File: config.mk
export PLATFORM = sky130hd
export DESIGN_NAME = sprite_rom_arbiter
export DESIGN_NICKNAME = d
export VERILOG_FILES = /design/src/rtl/sprite_arb_pkg.sv /design/src/rtl/rr_pick.sv /design/src/rtl/sprite_rom_arbiter.sv
export SDC_FILE = /design/constraint.sdc
export NUM_CORES = 1
export LEC_CHECK = 0
export CAP_MARGIN = 20
export CORE_UTILIZATION = 55
export CTS_CLUSTER_DIAMETER = 50
export CTS_CLUSTER_SIZE = 24
export DETAILED_ROUTE_END_ITERATION = 16
export DONT_BUFFER_PORTS = 1
export PLACE_DENSITY = 0.81
export SYNTH_ARGS = -nofsm -noshare
export SYNTH_HDL_FRONTEND = slang
export SYNTH_SLANG_ARGS = --single-unit
File: constraint.sdc
create_clock -name vga_clk -period 2.15 [get_ports vga_clk]
set_input_delay 0.215 -clock vga_clk [delete_from_list [all_inputs] [get_ports vga_clk]]
set_output_delay 0.215 -clock vga_clk [all_outputs]
set_load 0.005 [all_outputs]
File: src/rtl/sprite_arb_pkg.sv
// Shared constants, types and helpers for the sprite ROM arbiter.
package sprite_arb_pkg;

  localparam int N_REQ_DEF   = 4;
  localparam int ADDR_W_DEF  = 10;
  localparam int DATA_W_DEF  = 4;
  localparam int ROM_LAT_DEF = 1;

  typedef logic [N_REQ_DEF-1:0] req_vec_t;

  // Index of the set bit in a one-hot vector of up to 8 requesters; 0 when empty.
  function automatic logic [2:0] onehot_to_idx(input logic [7:0] oh);
    logic [2:0] idx;
    idx = 3'd0;
    for (int i = 0; i < 8; i++) begin
      idx = idx | (oh[i] ? 3'(i) : 3'd0);
    end
    return idx;
  endfunction

endpackage

File: src/rtl/rr_pick.sv
// Combinational round-robin selector: first eligible requester at or after rr_ptr_i, wrapping.
module rr_pick
  import sprite_arb_pkg::*;
#(
  parameter int N_REQ = N_REQ_DEF,
  parameter int PW    = $clog2(N_REQ)
) (
  input  logic [N_REQ-1:0] eligible_i,
  input  logic [PW-1:0]    rr_ptr_i,
  output logic [PW-1:0]    winner_o,
  output logic             found_o
);

  logic [2*N_REQ-1:0] dbl_s;
  logic [2*N_REQ-1:0] one_s;
  logic [2*N_REQ-1:0] low_mask_s;
  logic [2*N_REQ-1:0] masked_s;
  logic               hit_s;
  logic               take_s;
  int                 pos_s;

  // Upper copy keeps bits below the pointer reachable, giving the wrap-around for free.
  always_comb begin
    dbl_s      = {eligible_i, eligible_i};
    one_s      = (2*N_REQ)'(1);
    low_mask_s = (one_s << rr_ptr_i) - one_s;
    masked_s   = dbl_s & ~low_mask_s;
    hit_s      = 1'b0;
    take_s     = 1'b0;
    pos_s      = 0;
    for (int i = 0; i < 2*N_REQ; i++) begin
      take_s = masked_s[i] & ~hit_s;
      pos_s  = take_s ? i : pos_s;
      hit_s  = hit_s | take_s;
    end
    winner_o = (pos_s >= N_REQ) ? PW'(pos_s - N_REQ) : PW'(pos_s);
    found_o  = hit_s;
  end

endmodule

File: src/rtl/sprite_rom_arbiter.sv
// Shares one synchronous sprite ROM read port among N_REQ requesters and
// routes each returned palette index back to its requester with a one-hot strobe.
module sprite_rom_arbiter
  import sprite_arb_pkg::*;
#(
  parameter int N_REQ   = N_REQ_DEF,
  parameter int ADDR_W  = ADDR_W_DEF,
  parameter int DATA_W  = DATA_W_DEF,
  parameter int ROM_LAT = ROM_LAT_DEF
) (
  input  logic                    vga_clk,
  input  logic                    reset_n,
  input  logic [N_REQ-1:0]        req,
  input  logic [N_REQ*ADDR_W-1:0] req_addr,
  input  logic                    hi_prio_en,
  output logic [N_REQ-1:0]        gnt,
  output logic [ADDR_W-1:0]       rom_address,
  input  logic [DATA_W-1:0]       rom_q,
  output logic [N_REQ-1:0]        rsp_valid,
  output logic [DATA_W-1:0]       rsp_data
);

  localparam int PW = $clog2(N_REQ);

  logic [N_REQ-1:0]  eligible_s;
  logic [PW-1:0]     rr_winner_s;
  logic              rr_found_s;
  logic              prio_win_s;
  logic [PW-1:0]     win_idx_s;

  logic [N_REQ-1:0]  gnt_d, gnt_q;
  logic [ADDR_W-1:0] addr_d, addr_q;
  logic [PW-1:0]     rr_ptr_d, rr_ptr_q;
  logic [N_REQ-1:0]  tag_q [ROM_LAT];
  logic [N_REQ-1:0]  rsp_valid_q;
  logic [DATA_W-1:0] rsp_data_d, rsp_data_q;

  // A requester granted this cycle is masked so a stale req cannot win twice in a row.
  assign eligible_s = req & ~gnt_q;

  rr_pick #(
    .N_REQ (N_REQ),
    .PW    (PW)
  ) u_rr_pick (
    .eligible_i (eligible_s),
    .rr_ptr_i   (rr_ptr_q),
    .winner_o   (rr_winner_s),
    .found_o    (rr_found_s)
  );

  // Grant, address and pointer next-state; priority wins of requester 0 leave rr_ptr alone.
  always_comb begin
    prio_win_s = hi_prio_en & eligible_s[0];
    win_idx_s  = prio_win_s ? PW'(0) : rr_winner_s;
    gnt_d      = '0;
    addr_d     = addr_q;
    rr_ptr_d   = rr_ptr_q;
    if (prio_win_s || rr_found_s) begin
      gnt_d[win_idx_s] = 1'b1;
      addr_d           = req_addr[win_idx_s*ADDR_W +: ADDR_W];
    end else begin
      addr_d = addr_q;
    end
    if (!prio_win_s && rr_found_s) begin
      if (rr_winner_s == PW'(N_REQ-1)) begin
        rr_ptr_d = '0;
      end else begin
        rr_ptr_d = rr_winner_s + PW'(1);
      end
    end else begin
      rr_ptr_d = rr_ptr_q;
    end
  end

  // Response data is captured only when a tag reaches the last stage.
  always_comb begin
    if (|tag_q[ROM_LAT-1]) begin
      rsp_data_d = rom_q;
    end else begin
      rsp_data_d = rsp_data_q;
    end
  end

  // All arbiter state; reset discards any in-flight tags.
  always_ff @(posedge vga_clk or negedge reset_n) begin
    if (!reset_n) begin
      gnt_q       <= '0;
      addr_q      <= '0;
      rr_ptr_q    <= '0;
      rsp_valid_q <= '0;
      rsp_data_q  <= '0;
      for (int k = 0; k < ROM_LAT; k++) begin
        tag_q[k] <= '0;
      end
    end else begin
      gnt_q    <= gnt_d;
      addr_q   <= addr_d;
      rr_ptr_q <= rr_ptr_d;
      tag_q[0] <= gnt_d;
      for (int k = 1; k < ROM_LAT; k++) begin
        tag_q[k] <= tag_q[k-1];
      end
      rsp_valid_q <= tag_q[ROM_LAT-1];
      rsp_data_q  <= rsp_data_d;
    end
  end

  assign gnt         = gnt_q;
  assign rom_address = addr_q;
  assign rsp_valid   = rsp_valid_q;
  assign rsp_data    = rsp_data_q;

endmodule
==> impl_metrics.yaml, run 1 <==
run_status:
  outcome: "finished clean"
timing:
  finalSetupViolations: 0
  layout_worst_path_cycle_share_pct: 95.8
  worst_pin_slew_ns: 0.643
  finClkSkew_ns: 0.00625
  final.min_clock_period_ns: 2.06
  final_hold_viol_count: 0
  maxSlewHeadroom_pct: 56.8
  setup_ws_ns: 0.0913
  fmax_mhz: 486
  slew_viol_final: 0
synth:
  postSynthCellCount: 132
  ys_ff_latch: 24
  syn_area_mm2: 0.00134
  syn_area_per_cell_um2: 10.2
  synth_fp_nets: 183
  seq_area_frac_synth_pct: 44.8
  yosysWarningCount: 0
  yosys.cell_types.count: 28
die:
  start_util_pct: 59.5
  num_rows: 17
  core_area_mm2: 0.00225
  die_h_um: 51.4
  design.die.area_mm2: 0.00264
  die_x_um: 51.4
  ioPinCount: 73
clock_tree:
  cts.sinks: 24
  cts_setup_buffers: 0
  clock_latency_ns: 0.30
  cts.path.max_buffers: 2
  cts-root-buf: "clkbuf_4"
  cts_buffers: 3
  path_clk_slew_ns: 0.12
  htree_levels: 1
  cts_tree: "built"
place:
  dp_hpwl_mm: 2.46
  dp.cells: 158
  port_buffers: 0
  gp_congestion: 0.796
  pre_cts_slack_ns: 0.00547
finish:
  antenna_cells: 0
  drive_above_1_share_pct: 22.1
  fin_cells: 164
  nNetsFinal: 188
  regArea_um2: 601
  syn_to_final_growth_pct: 8.86
  nFillCells: 203
  multiInputGateArea_um2: 666
worst_setup_path:
  critPathMaxStageDelay_ns: 0.51
  start_kind: "register"
  cp_data_arrival_time_ns: 2.29
  worstSetupEndpointType: "register"
  cp_max_fo: 11
  cp_slowest_cell: "or3b_4"
  crit_type: "register to register"
  critPathTopFamily: "simple AND/OR/NAND/NOR gates"
  crit_top_cell: "o211ai_1"
  crit_required_ns: 2.38
  worst-path-buf-inv: 0
  path_cells: "nor2b_1 > a211oi_1 > o211ai_1 > or3b_4 > o211ai_1"
global_routing:
  use_met2_pct: 43.9
  grt_pass1_vias: 1087
  grtUsageMet3_pct: 5.36
  track_usage_pct: 26.5
  top_usage_layer: "met2"
  grt_max_degree: 25
  overflow: 0
  grt_pass1_wl_mm: 5.07
  met1_usage_pct: 33.7
  antenna_found_initial: 0
drt:
  finalWirelength_mm: 3.38
  dr.pass1.iters: 4
  ant_nets: 0
  vias_per_cell: 6.96
  wl_per_cell_um: 20.6
  vias: 1142
  drc: 0
  drt_iter0_drc: 24
power:
  p_per_area_mw_per_mm2: 1530
  leakage_nw: 0.646
  vdd_drop_max_mv: 0.873
worst_hold_path:
  hold_class: "primary input to register"
flow_run:
  maxCapViolCount: 0
==> cell families (layout without fill, tap and decap cells) <==
logic type / Yosys count / after routing / synth area share, %
multiplexers: 4 / 4 / 3.36
buffers and inverters: 22 / 26 / 6.72
flip-flops: 24 / 24 / 44.8
AND/OR/NAND/NOR: 30 / 30 / 13.8
AO/OA/AOI/OAI: 51 / 51 / 30.7
XOR/XNOR: 1 / 1 / 0.653
==> power by group <==
part	switching [W]	total, W	internal [W]
Combinational	0.000646	0.00115	0.000500
Sequential	0.000193	0.000865	0.000672
Clock	0.000124	0.000227	0.000103
Total	0.000962	0.00224	0.00128
==> metrics by stage <==
stage / TNS, ns / utilization (%) / power, W / hold WS (ns) / instance area (µm²)
5_1_grt: -0.00458 / 64.8 / 0.00238 / 0.0304 / 1460
3_5_place_dp: 0 / 61.8 / 0.00199 / -0.0800 / 1390
4_1_cts: 0 / 63.9 / 0.00223 / 0.0486 / 1440
6_report: 0 / 64.8 / 0.00224 / 0.0576 / 1460
2_1_floorplan: 0 / - / 0.00169 / -0.0806 / 1340
3_3_place_gp: 0 / 61.8 / 0.00192 / -0.0801 / 1390
==> sequential cells by signal, summed over array words and instances (netlist names) <==
register and cells:
rsp_valid 4, rom_address 10, tag_q 4, rr_ptr_q 2, rsp_data 4
==> metal layers <==
layer	share of wire (%)	up-vias
li1	-	497
met4	1.4	0
met2	51	71
met3	10	6
met5	0	-
met1	37	568
==> worst paths after layout <==
kind,start,end,slack (ns),cells after the start
worst max register to register,tag_q[2],rom_address[8],0.09,5
min in group asynchronous,reset_n,rom_address[1],0.23,1
worst min register to register,tag_q[1],rsp_valid[1],0.48,0
max in group asynchronous,reset_n,rsp_valid[0],1.46,2
worst max-delay path,tag_q[2],rom_address[8],0.09,5
worst min-delay path,rom_q[2],rsp_data[2],0.06,1
==> worst register-to-register path, cell delays in order, from the launching register on <==
cell and delay, ns:
dfrtp_1 0.48, nor2b_1 0.37, a211oi_1 0.18, o211ai_1 0.24, or3b_4 0.51, o211ai_1 0.20
==> placed cells by master, fill, tap and decap left out, drive strengths merged <==
master	instances
nor2	2
mux2	4
nor2b	4
buf	8
a21o	11
inv	13
dfrtp	24
o211ai	11
a311oi	1
or3b	1
a32oi	10
and2	1
nand3b	1
xor2	1
dlygate4sd3	1
a311o	1
nor4	2
o21a	1
nand2b	2
clkbuf	4
nor3	1
o21ai	13
and3	1
nor3b	2
nand2	3
a211oi	2
nand3	10
a21boi	1
==> area by class of cell <==
cell class | count | share of cell area, %
multi-input combinational | 86 | 45.6
sequential | 24 | 41.1
timing repair buffer | 9 | 5.06
inverter | 13 | 3.34
clock buffer | 4 | 2.49
tap | 28 | 2.40
==> Yosys cell counts <==
| cell type | instances | area, µm² |
|---|---|---|
| dfrtp_1 | 24 | 601 |
| inv_1 | 13 | 48.8 |
| o21ai_0 | 13 | 65.1 |
| a21o_1 | 11 | 82.6 |
| a32oi_1 | 10 | 87.6 |
| nand3_1 | 10 | 50.1 |
| o211ai_2 | 9 | 113 |
| clkbuf_1 | 8 | 30.0 |
| mux2_2 | 4 | 45.0 |
| nor2b_1 | 4 | 25.0 |
| nand2_1 | 3 | 11.3 |
| a211oi_1 | 2 | 15.0 |
| nand2b_1 | 2 | 12.5 |
| nor2_1 | 2 | 7.51 |
| nor3b_2 | 2 | 25.0 |
| nor4_1 | 2 | 12.5 |
| o211ai_1 | 2 | 15.0 |
| a21boi_0 | 1 | 7.51 |
| a311o_1 | 1 | 10.0 |
| a311oi_1 | 1 | 8.76 |
| and2_1 | 1 | 6.26 |
| and3_4 | 1 | 11.3 |
| buf_6 | 1 | 11.3 |
| nand3b_1 | 1 | 7.51 |
| nor3_1 | 1 | 5.00 |
| o21a_1 | 1 | 7.51 |
| or3b_4 | 1 | 11.3 |
| xor2_1 | 1 | 8.76 |
==> repair_timing <==
action                                 4_1_cts  5_1_grt
resized for setup                            0        1
setup endpoints to repair                    0       11
hold buffers                                 1        0
endpoints found under the hold margin       24        0
Note: power is estimated with default switching activity, not from simulation.
==> inputs of run 2 (changes only) <==
--- a/config.mk
+++ b/config.mk
@@ -6,12 +6,13 @@
 export NUM_CORES = 1
 export LEC_CHECK = 0
 export CAP_MARGIN = 20
-export CORE_UTILIZATION = 55
-export CTS_CLUSTER_DIAMETER = 50
+export CORE_MARGIN = 4
+export CORE_UTILIZATION = 30
+export CTS_CLUSTER_DIAMETER = 200
 export CTS_CLUSTER_SIZE = 24
 export DETAILED_ROUTE_END_ITERATION = 16
 export DONT_BUFFER_PORTS = 1
-export PLACE_DENSITY = 0.81
+export PLACE_DENSITY = 0.55
 export SYNTH_ARGS = -nofsm -noshare
 export SYNTH_HDL_FRONTEND = slang
 export SYNTH_SLANG_ARGS = --single-unit
==> run 2 against run 1 <==
Compared with the run above: global-route usage is 12 points lower; largest cell class unchanged; hold slack better by 0.025 ns; design area up 5.0%; via count is 3.2% lower; critical path type unchanged; setup slack better by 0.056 ns; first-iteration DRC count increased to 2.5 times the previous value; cell count rose by 15%; largest power group unchanged.
==> impl_metrics.yaml, run 2 (synthesis results as in run 1) <==
drt:
  vias_per_cell: 5.85
  dr.pass1.iters: 4
  ant_nets: 0
  drc: 0
  vias: 1106
  finalWirelength_mm: 3.85
  wl_per_cell_um: 20.4
  drt_iter0_drc: 60
worst_setup_path:
  crit_required_ns: 2.34
  path_cells: "buf_4 > nor2b_1 > nand2_1 > and3_4 > or3b_4 > o211ai_1"
  crit_type: "register to register"
  cp_max_fo: 12
  cp_slowest_cell: "or3b_4"
  critPathMaxStageDelay_ns: 0.52
  worstSetupEndpointType: "register"
  cp_data_arrival_time_ns: 2.19
  start_kind: "register"
power:
  vdd_drop_max_mv: 0.422
  combPwrFrac_pct: 47.4
  leakage_nw: 0.667
  swShare_pct: 40.7
  clkPwrFrac_pct: 16.8
  p_seq_share_pct: 35.8
  p_per_area_mw_per_mm2: 1570
  switchingPower_w: 0.000981
  internal_power_w: 0.00143
timing:
  worst_pin_slew_ns: 0.396
  maxSlewHeadroom_pct: 73.6
  slew_viol_final: 0
  rsz0062_at_grt: "no"
  finClkSkew_ns: 0.0133
  layout_worst_path_cycle_share_pct: 93.1
  final_hold_viol_count: 0
  final.min_clock_period_ns: 2.00
  fmax_mhz: 499
  finalSetupViolations: 0
  setup_tns_ns: 0
flow_run:
  maxCapViolCount: 0
place:
  dp_hpwl_mm: 2.88
  gp_congestion: 0.809
  port_buffers: 0
global_routing:
  antenna_found_initial: 0
  overflow: 0
  track_usage_pct: 14.6
  grt_pass1_wl_mm: 6.09
  grt_max_degree: 25
  grt_pass1_vias: 1190
die:
  core_area_mm2: 0.00435
  num_rows: 24
  ioPinCount: 73
  die_h_um: 74.9
  design.die.area_mm2: 0.00560
  die_x_um: 74.9
  start_util_pct: 30.8
finish:
  final_cell_mix: "24 x dfrtp_1, 13 x inv_1, 13 x o21ai_0"
  drive_above_1_share_pct: 22.6
  largest_reg_flops: 10
  utilization_pct: 35.2
  nNetsFinal: 189
  nFillCells: 433
  antenna_cells: 0
  final_common_cell: "dfrtp_1"
  syn_to_final_growth_pct: 14.3
clock_tree:
  cts.sinks: 24
  htree_levels: 1
  clock_latency_ns: 0.28
  cts_tree: "built"
  cts_buffers: 3
  cts-root-buf: "clkbuf_8"
  path_clk_slew_ns: 0.10
  cts.path.max_buffers: 2
run_status:
  outcome: "finished clean"
worst_hold_path:
  hold_class: "primary input to register"
run 2: changes by cell type in the layout (fill, tap and decap cells not counted), sizes merged:
cell / change
buf: +1
bufinv: +1
clkbuf: -1
run 2: path summary, 6_finish.rpt:
check | start | end | slack [ns] | depth (start not counted)
worst max-delay path | tag_q[0] | rom_address[8] | 0.15 | 6
worst min-delay path | rom_q[0] | rsp_data[0] | 0.08 | 1
worst max register to register | tag_q[0] | rom_address[8] | 0.15 | 6
worst min register to register | tag_q[1] | rsp_valid[1] | 0.47 | 0
max in group asynchronous | reset_n | rom_address[7] | 1.63 | 2
min in group asynchronous | reset_n | rsp_valid[1] | 0.36 | 2
run 2: power groups by stage:
| stage | logic [W] | registers, W | clock network (W) |
|---|---|---|---|
| final | 0.00114 | 0.000863 | 0.000405 |
| after global routing | 0.00129 | 0.000898 | 0.000430 |
| after CTS | 0.00115 | 0.000869 | 0.000410 |
| after detailed placement | 0.00113 | 0.000875 | 0 |
| after global placement | 0.00109 | 0.000870 | 0 |
| after floorplan | 0.000865 | 0.000822 | 0 |
run 2: final cells by class:
class                   instances  area [µm²]  share of cell area [%]
clock buffers                   3        41.3                    2.69
clock inverters                 1        30.0                    1.96
inverters                      13        48.8                    3.18
multi-input cells              86         657                    42.9
flip-flops and latches         24         601                    39.2
well taps                      52        65.1                    4.24
repair buffers                 10        90.1                    5.88
run 2: timing repair:
action	4_1_cts	5_1_grt
hold endpoints to repair	24	0
buffers inserted	0	0
endpoints found under the setup margin	0	0
gates resized for setup	0	0
hold buffers	2	0
run 2: through the flow:
step	power, W	cells	instance area [µm²]	setup slack [ns]	hold WS [ns]
2_1_floorplan	0.00169	132	1340	0.300	-0.0806
5_1_grt	0.00261	189	1530	0.0526	0.0740
3_5_place_dp	0.00200	183	1430	0.188	-0.0797
4_1_cts	0.00243	189	1530	0.151	0.0779
3_3_place_gp	0.00196	183	1430	0.235	-0.0799
6_report	0.00241	189	1530	0.147	0.0821
run 2: layer usage:
| layer | wire length, µm | track usage, % | part of all wire [%] |
|---|---|---|---|
| met1 | 1470 | 18.5 | 38 |
| met5 | 0 | 0 | 0 |
| met3 | 544 | 6.01 | 14 |
| met4 | 57 | 5.34 | 1.5 |
| met2 | 1780 | 22.2 | 46 |
run 2: critical path, delay by kind of cell, from the launching register on:
kind            cells  cell delay (ns)
buf+inv             1             0.16
compound gates      1             0.19
simple gates        4             1.19
flops               1             0.38
==> inputs of run 3 (changes only) <==
--- a/config.mk
+++ b/config.mk
@@ -6,7 +6,7 @@
 export NUM_CORES = 1
 export LEC_CHECK = 0
 export CAP_MARGIN = 20
-export CORE_MARGIN = 4
+export CORE_MARGIN = 1
 export CORE_UTILIZATION = 30
 export CTS_CLUSTER_DIAMETER = 200
 export CTS_CLUSTER_SIZE = 24
==> run 3 against run 2 <==
Compared with the run above: via count increased by 0.27%; critical path depth unchanged; core utilization increased by 1.7 points; highest routed layer unchanged; first-iteration DRC count decreased by 40%; largest power group unchanged; design area decreased by 0.16%; combinational power about the same; clock power decreased by 1%; cell count decreased by 1.1%; routed wire length decreased by 4.5%.
==> impl_metrics.yaml, run 3 (synthesis results as in run 1) <==
run_status:
  outcome: "finished clean"
timing:
  finalSetupViolations: 0
  finClkSkew_ns: 0.00290
  setup_ws_ns: 0.169
  layout_worst_path_cycle_share_pct: 92.1
  worst_pin_slew_ns: 0.399
  setup_tns_ns: 0
  fmax_mhz: 505
  slew_viol_final: 0
  maxSlewHeadroom_pct: 73.4
  rsz0062_at_grt: "no"
  final.min_clock_period_ns: 1.98
  worst_hold_slack_ns: 0.0947
  final_hold_viol_count: 0
flow_run:
  maxCapViolCount: 0
die:
  num_rows: 23
  core_area_mm2: 0.00414
  ioPinCount: 73
  die_h_um: 68.9
  start_util_pct: 32.4
  design.die.area_mm2: 0.00474
  die_x_um: 68.9
drt:
  finalWirelength_mm: 3.67
  dr.pass1.iters: 4
  vias: 1109
  drt_iter0_drc: 36
  wl_per_cell_um: 19.6
  vias_per_cell: 5.93
  ant_nets: 0
  drc: 0
finish:
  drive_above_1_share_pct: 22.6
  largest_reg_flops: 10
  nFillCells: 439
  final_common_cell: "dfrtp_1"
  final_cell_mix: "24 x dfrtp_1, 13 x inv_1, 13 x o21ai_0"
  syn_to_final_growth_pct: 14.1
  antenna_cells: 0
  nNetsFinal: 189
clock_tree:
  cts_setup_buffers: 0
  cts-root-buf: "clkbuf_8"
  htree_levels: 1
  cts.path.max_buffers: 2
  cts.sinks: 24
  post_cts_resized: 0
  cts_tree: "built"
  cts_buffers: 3
  path_clk_slew_ns: 0.09
  clock_latency_ns: 0.27
  cts_hold_buffers: 2
worst_setup_path:
  r2r_cells: 6
  endpoint: "rom_address[8]"
  crit_required_ns: 2.34
  cp_data_arrival_time_ns: 2.17
  cp_max_fo: 12
  crit_start: "tag_q[0]"
  start_kind: "register"
  r2r_start: "tag_q[0]"
  reg2reg_slack_ns: 0.17
  worstSetupEndpointType: "register"
  crit_type: "register to register"
  reg2reg_to: "rom_address[8]"
worst_hold_path:
  hold_class: "primary input to register"
place:
  dp_hpwl_mm: 2.68
  pre_cts_slack_ns: 0.198
  port_buffers: 0
  gp_congestion: 0.771
power:
  p_seq_share_pct: 35.6
  combPwrFrac_pct: 47.8
  vdd_drop_max_mv: 0.454
  internal_power_w: 0.00143
  switchingPower_w: 0.000978
  swShare_pct: 40.7
  p_per_area_mw_per_mm2: 1570
  leakage_nw: 0.667
  clkPwrFrac_pct: 16.6
global_routing:
  grt_max_degree: 25
  grt_pass1_vias: 1149
  antenna_found_initial: 0
  grt_pass1_wl_mm: 5.44
  overflow: 0
  track_usage_pct: 16.5
## run 3: worst min-delay path by stage
stage	start	end	slack [ns]	cells past startpoint
4_1_cts	rom_q[3]	rsp_data[3]	0.09	1
3_3_place_gp	reset_n	rsp_valid[1]	-0.08	0
5_1_grt	rom_q[3]	rsp_data[3]	0.08	1
3_5_place_dp	reset_n	tag_q[1]	-0.08	0
2_1_floorplan	reset_n	rom_address[0]	-0.08	0
6_report	rom_q[0]	rsp_data[0]	0.09	1
## run 3: area by class of cell
class                           count  area [µm²]  share of cell area (%)
Sequential cell                    24         601                    39.2
Clock buffer                        3        41.3                    2.70
Tap cell                           50        62.6                    4.09
Multi-Input combinational cell     86         657                    42.9
Clock inverter                      1        30.0                    1.96
Inverter                           13        48.8                    3.19
Timing Repair Buffer               10        90.1                    5.89
## run 3: metal layers
metal / routed length (µm) / track usage [%] / up-vias
met5: 0 / 0 / -
met4: 61 / 8.93 / 0
met3: 345 / 3.95 / 6
met2: 1770 / 27.8 / 73
met1: 1500 / 19.2 / 529
li1: - / - / 501
## run 3: power groups by stage
stage	Sequential, W	Clock, W	Combinational (W)
detailed placement	0.000864	0	0.00114
CTS	0.000859	0.000415	0.00115
floorplan	0.000822	0	0.000865
global route	0.000899	0.000432	0.00126
global placement	0.000863	0	0.00110
finish	0.000856	0.000400	0.00115
## run 3: metrics by stage
step	instances	instance area (µm²)	total power, W	util (%)
after global routing	187	1530	0.00260	36.9
after global placement	181	1430	0.00196	34.5
after CTS	187	1530	0.00243	36.9
final	187	1530	0.00241	36.9
after detailed placement	181	1430	0.00200	34.5
after floorplan	132	1340	0.00169	-
## run 3: critical path, cell delays in order (launching register included)
cell and delay (ns):
dfrtp_1 0.38, buf_4 0.16, nor2b_1 0.29, nand2_1 0.13, and3_4 0.25, or3b_4 0.51
o211ai_1 0.19
